==> config.mk <==
export PLATFORM = sky130hd
export DESIGN_NAME = st_elastic_pipe
export DESIGN_NICKNAME = d
export VERILOG_FILES = /design/src/rtl/st_elastic_pipe.sv
export SDC_FILE = /design/constraint.sdc
export NUM_CORES = 1
export LEC_CHECK = 0
export CORE_MARGIN = 2
export CORE_UTILIZATION = 35
export CTS_BUF_LIST = sky130_fd_sc_hd__clkbuf_4 sky130_fd_sc_hd__clkbuf_8 sky130_fd_sc_hd__clkbuf_16
export CTS_CLUSTER_SIZE = 12
export DETAILED_ROUTE_END_ITERATION = 10
export GPL_ROUTABILITY_DRIVEN = 1
export HOLD_SLACK_MARGIN = 0.05
export SKIP_CTS_REPAIR_TIMING = 1
export SYNTH_ARGS = -nofsm -noshare
export SYNTH_HDL_FRONTEND = slang
export SYNTH_SLANG_ARGS = --single-unit
export TNS_END_PERCENT = 20
==> constraint.sdc <==
create_clock -name clock -period 6.23 [get_ports clock]
set_clock_uncertainty 0.2 [all_clocks]
set_input_delay 1.246 -clock clock [delete_from_list [all_inputs] [get_ports clock]]
set_output_delay 1.246 -clock clock [all_outputs]
set_load 0.02 [all_outputs]
==> src/rtl/st_elastic_pipe.sv <==
// st_elastic_pipe
//   Elastic pipeline stage for an Avalon-ST stream with packet framing.
//   Beats go through a circular buffer of DEPTH entries. Every output is
//   driven from flops, so there is no combinational path from din to dout
//   and none from dout_ready to din_ready.
//   The block also reports how many entries it holds, flags framing errors
//   seen on the input, and counts the packets it has fully emitted.
//
// Ports
//   clock, reset                     rising-edge clock; asynchronous active-high reset
//   din_data/valid/ready/sop/eop     sink side (readyLatency 0)
//   dout_data/valid/ready/sop/eop    source side (readyLatency 0)
//   level                            number of entries currently stored
//   err_clr                          synchronous clear of frame_err
//   frame_err                        sticky flag for an input framing violation
//   pkt_count                        packets whose eop beat was popped (wraps)
//
// DEPTH must be a power of 2 and at least 2, so the pointers wrap for free.
module st_elastic_pipe #(
  parameter int DATA_W    = 24,
  parameter int DEPTH     = 2,
  parameter int PKT_CNT_W = 16,
  localparam int LW       = $clog2(DEPTH + 1),
  localparam int AW       = $clog2(DEPTH)
) (
  input  logic                 clock,
  input  logic                 reset,
  input  logic [DATA_W-1:0]    din_data,
  input  logic                 din_valid,
  output logic                 din_ready,
  input  logic                 din_startofpacket,
  input  logic                 din_endofpacket,
  output logic [DATA_W-1:0]    dout_data,
  output logic                 dout_valid,
  input  logic                 dout_ready,
  output logic                 dout_startofpacket,
  output logic                 dout_endofpacket,
  output logic [LW-1:0]        level,
  input  logic                 err_clr,
  output logic                 frame_err,
  output logic [PKT_CNT_W-1:0] pkt_count
);

  typedef struct packed {
    logic              sop;
    logic              eop;
    logic [DATA_W-1:0] data;
  } beat_t;

  beat_t                mem_q [DEPTH];
  logic [AW-1:0]        wr_ptr_q, rd_ptr_q;
  logic [LW-1:0]        level_q, level_d;
  logic                 init_q;
  logic                 rdy_q;
  logic                 in_pkt_q, in_pkt_d;
  logic                 frame_err_q, frame_err_d;
  logic [PKT_CNT_W-1:0] pkt_cnt_q;
  logic                 push, pop, viol;
  beat_t                head;

  assign head = mem_q[rd_ptr_q];
  assign push = din_valid & rdy_q;
  assign pop  = (level_q != '0) & dout_ready;

  always_comb begin
    level_d = level_q;
    case ({push, pop})
      2'b10:   level_d = level_q + LW'(1);
      2'b01:   level_d = level_q - LW'(1);
      default: level_d = level_q;
    endcase
  end

  // Framing monitor. A sop while a packet is open reopens a new packet.
  // A non-sop beat outside a packet leaves in_pkt closed.
  always_comb begin
    viol        = 1'b0;
    in_pkt_d    = in_pkt_q;
    frame_err_d = err_clr ? 1'b0 : frame_err_q;
    if (push) begin
      if (din_startofpacket) begin
        viol     = in_pkt_q;
        in_pkt_d = ~din_endofpacket;
      end else begin
        viol     = ~in_pkt_q;
        in_pkt_d = in_pkt_q & ~din_endofpacket;
      end
    end
    // A violation in the same cycle as err_clr takes priority.
    frame_err_d = frame_err_d | viol;
  end

  always_ff @(posedge clock or posedge reset) begin
    if (reset) begin
      wr_ptr_q    <= '0;
      rd_ptr_q    <= '0;
      level_q     <= '0;
      init_q      <= 1'b0;
      rdy_q       <= 1'b0;
      in_pkt_q    <= 1'b0;
      frame_err_q <= 1'b0;
      pkt_cnt_q   <= '0;
    end else begin
      init_q <= 1'b1;
      // Ready is computed from the next level. The first edge after reset
      // is masked, so ready rises only on the second edge.
      rdy_q       <= init_q & (level_d != LW'(DEPTH));
      level_q     <= level_d;
      in_pkt_q    <= in_pkt_d;
      frame_err_q <= frame_err_d;
      if (push) wr_ptr_q <= wr_ptr_q + 1'b1;
      if (pop)  rd_ptr_q <= rd_ptr_q + 1'b1;
      if (pop && head.eop) pkt_cnt_q <= pkt_cnt_q + PKT_CNT_W'(1);
    end
  end

  // Storage needs no reset; an entry is only read after it has been written.
  always_ff @(posedge clock) begin
    if (push) mem_q[wr_ptr_q] <= '{sop: din_startofpacket, eop: din_endofpacket, data: din_data};
  end

  assign din_ready          = rdy_q;
  assign dout_valid         = (level_q != '0);
  assign dout_data          = head.data;
  assign dout_startofpacket = head.sop;
  assign dout_endofpacket   = head.eop;
  assign level              = level_q;
  assign frame_err          = frame_err_q;
  assign pkt_count          = pkt_cnt_q;

endmodule

==> qor.json <==
{
  "cts_made_buffers": 9,
  "detail_route.wl_per_cell_um": 14.5,
  "maxSlewViolCount": 0,
  "seqCellArea_um2": 2160,
  "internal_power_consumption_mw": 1.10,
  "antenna-diode-count": 0,
  "power_leakage_nw": 1.51,
  "drc": 0,
  "design_area_um2": 4020,
  "insertion_delay_of_the_later_clocked_pin_in_the_worst_skew_pair_ns": 0.34,
  "slew_headroom": 0.346,
  "grt_pass1_wl_um": 8320,
  "netlist_area_pre_place_um2": 2950,
  "tritoncts_num_sinks": 76,
  "seqPwrFrac": 0.434,
  "setup_ws_ns": 2.36,
  "cts_htree_levels": 3,
  "detailedRoute.firstPassIterationCount": 4,
  "tritoncts": "built",
  "place.gp.congestion": 0.754,
  "globalRouteOverflowTotal": 0,
  "finalWorstPathRequiredPeriod_ns": 3.87,
  "yosysWarnings": 0,
  "grt_antenna_before_repair": 0,
  "die_x_um": 95.8,
  "tightest_hold_margin_ns": 0.285,
  "post_drt_via_cell_ratio": 4.59,
  "core_um2": 8180,
  "tightest_slew_ns": 0.979,
  "detailed_place_hpwl_um": 3630,
  "worstReg2RegStart": "rd_ptr_q$_DFFE_PP0P_",
  "hold_depth": 1,
  "mean_instance_size_in_the_synthesized_netlist_um2": 17.2,
  "floorplan.rows": 33,
  "hold_path.class": "register to register",
  "timing.final.hold_violations": 0,
  "timing.reg2reg.setup_slack_ns": 3.98,
  "share_comb_of_total_power": 0.367,
  "global_routing_usage_summed_across_all_routing_layers": 0.126,
  "maximum_number_of_pins_on_one_net_before_global_route_repair": 27,
  "grt_setup_unrepaired": "no",
  "count_of_fill_cells_added_during_filler_insertion": 746,
  "hold_start": "pkt_count[15]$_DFFE_PP0P_",
  "period_share": 0.622,
  "drv_cap": 0,
  "finalWirelength_um": 5360,
  "ant_nets": 0,
  "syn2layout_area_growth_pct": 36.6,
  "most-common-layout-cells": "sky130_fd_sc_hd__clkdlybuf4s50_1, sky130_fd_sc_hd__edfxtp_1, sky130_fd_sc_hd__mux2_2",
  "cts-root-buf": "sky130_fd_sc_hd__clkbuf_8",
  "power-per-cell-area_nw_per_um2": 406,
  "cells_after_dpl": 353,
  "ys_ff_latch": 76,
  "tns_ns": 0,
  "status": "finished clean",
  "r2r_end": "pkt_count[4]$_DFFE_PP0P_",
  "clock_power_share": 0.199,
  "synth_nets": 204,
  "synth_cells": 171,
  "cts-root-to-sink-buffers": 2,
  "final_common_cell": "sky130_fd_sc_hd__clkdlybuf4s50_1",
  "synth.yosys.seq_area_share": 0.734,
  "final_net_count": 292,
  "power.switching_uw": 539,
  "finish.cell_count_without_fillers": 369,
  "drive_gt1_frac": 0.193,
  "floorplan.die_area_um2": 9170,
  "setup_viol_count_final": 0,
  "criticalPathCategory": "register to primary output",
  "worst_setup_hold_path_clk_slew_ns": 0.08,
  "critPathArrivalTime_ns": 2.43,
  "initial_utilization": 0.360,
  "grt_pass1_vias": 1690,
  "synthDistinctLibCells": 25,
  "detailroute.via_count": 1694,
  "max_freq_ghz": 0.258,
  "dpl_cell_area_um2": 3850,
  "multi_input_comb_area_um2": 743,
  "port-buffer-count": 77,
  "critical_path.startpoint_type": "register",
  "ff2ff_path_depth": 5,
  "data_required_critical_path_ns": 4.78,
  "io_pins": 78,
  "whs_endpoint": "pkt_count[15]$_DFFE_PP0P_",
  "critical_path.max_fanout": 17,
  "worst_setup_path_startpoint": "rd_ptr_q$_DFFE_PP0P_",
  "crit_path_end_kind": "primary output",
  "die_y_um": 95.8,
  "drt_iter0_markers": 83,
  "swShare": 0.330,
  "worst_ir_drop_vdd_v": 0.000188,
  "pre_cts_slack_ns": 2.69
}
-- worst max-delay path, stage by stage (launching register included) --
cell and delay, ns:
sky130_fd_sc_hd__dfrtp_1 0.64, sky130_fd_sc_hd__buf_4 0.36, sky130_fd_sc_hd__mux2i_2 0.37, sky130_fd_sc_hd__inv_1 0.14
sky130_fd_sc_hd__clkdlybuf4s50_1 0.56
-- per-layer routing --
metal / track usage / wire length (um)
met1: 0.173 / 2440
met2: 0.179 / 2450
met3: 0.0478 / 387
met4: 0.0536 / 84
met5: 0 / 0
-- final cells by class --
| type | count | area share |
|---|---|---|
| clock buffers | 10 | 0.0326 |
| clock inverters | 6 | 0.00995 |
| inverters | 6 | 0.00560 |
| multi-input cells | 86 | 0.185 |
| flip-flops and latches | 76 | 0.537 |
| well taps | 105 | 0.0326 |
| repair buffers | 80 | 0.197 |
-- state kept, by name, summed over array words and instances, names as in the netlist --
name / cells
din_ready: 1
frame_err: 1
in_pkt_q: 1
init_q: 1
level: 2
mem_q: 52
pkt_count: 16
rd_ptr_q: 1
wr_ptr_q: 1
-- logic make-up after synthesis --
kind of cell,synth area share
other,0.00127
DFF,0.734
buffers and inverters,0.0149
xor gates and xnor gates,0.0624
muxes,0.104
adders and majority gates,0.00849
and+or+nand+nor,0.0633
AOI/OAI and AO/OA,0.0119
-- worst max path at each step --
stage	slack, ns	end
4_1_cts	2.29	dout_endofpacket
3_5_place_dp	2.69	dout_endofpacket
5_1_grt	2.21	dout_endofpacket
6_report	2.36	dout_endofpacket
3_3_place_gp	2.70	dout_endofpacket
2_1_floorplan	3.14	mem_q[0][0]$_DFFE_PP_
-- synth_stat cells (all sizes together) --
cell / number / area, um2
o21ai: 1 / 8.76
nand4: 3 / 18.8
a31oi: 2 / 12.5
edfxtp: 52 / 1560
ha: 2 / 25.0
mux2i: 1 / 13.8
conb: 1 / 3.75
mux2: 26 / 293
inv: 6 / 22.5
dfrtp: 24 / 601
nand3: 5 / 37.5
xnor2: 9 / 78.8
nor2: 5 / 18.8
nor4: 1 / 21.3
a21boi: 1 / 7.51
buf: 3 / 21.3
nand2: 5 / 18.8
nor3: 4 / 20.0
o22ai: 1 / 6.26
and4: 3 / 26.3
or2: 1 / 6.26
xor2: 12 / 105
and3: 3 / 18.8
-- power groups by stage --
stage          sequential (mW)  clock (mW)  combinational (mW)
4_1_cts                  0.711       0.338               0.613
2_1_floorplan            0.732           0               0.329
3_5_place_dp             0.721           0               0.608
6_report                 0.709       0.326               0.600
3_3_place_gp             0.718           0               0.608
5_1_grt                  0.723       0.357               0.646
-- stage by stage --
stage | utilization | power, mW
2_1_floorplan | - | 1.06
3_3_place_gp | 0.471 | 1.33
6_report | 0.492 | 1.63
3_5_place_dp | 0.471 | 1.33
4_1_cts | 0.492 | 1.66
5_1_grt | 0.492 | 1.73
No activity file was read; power rests on OpenSTA's default activity.
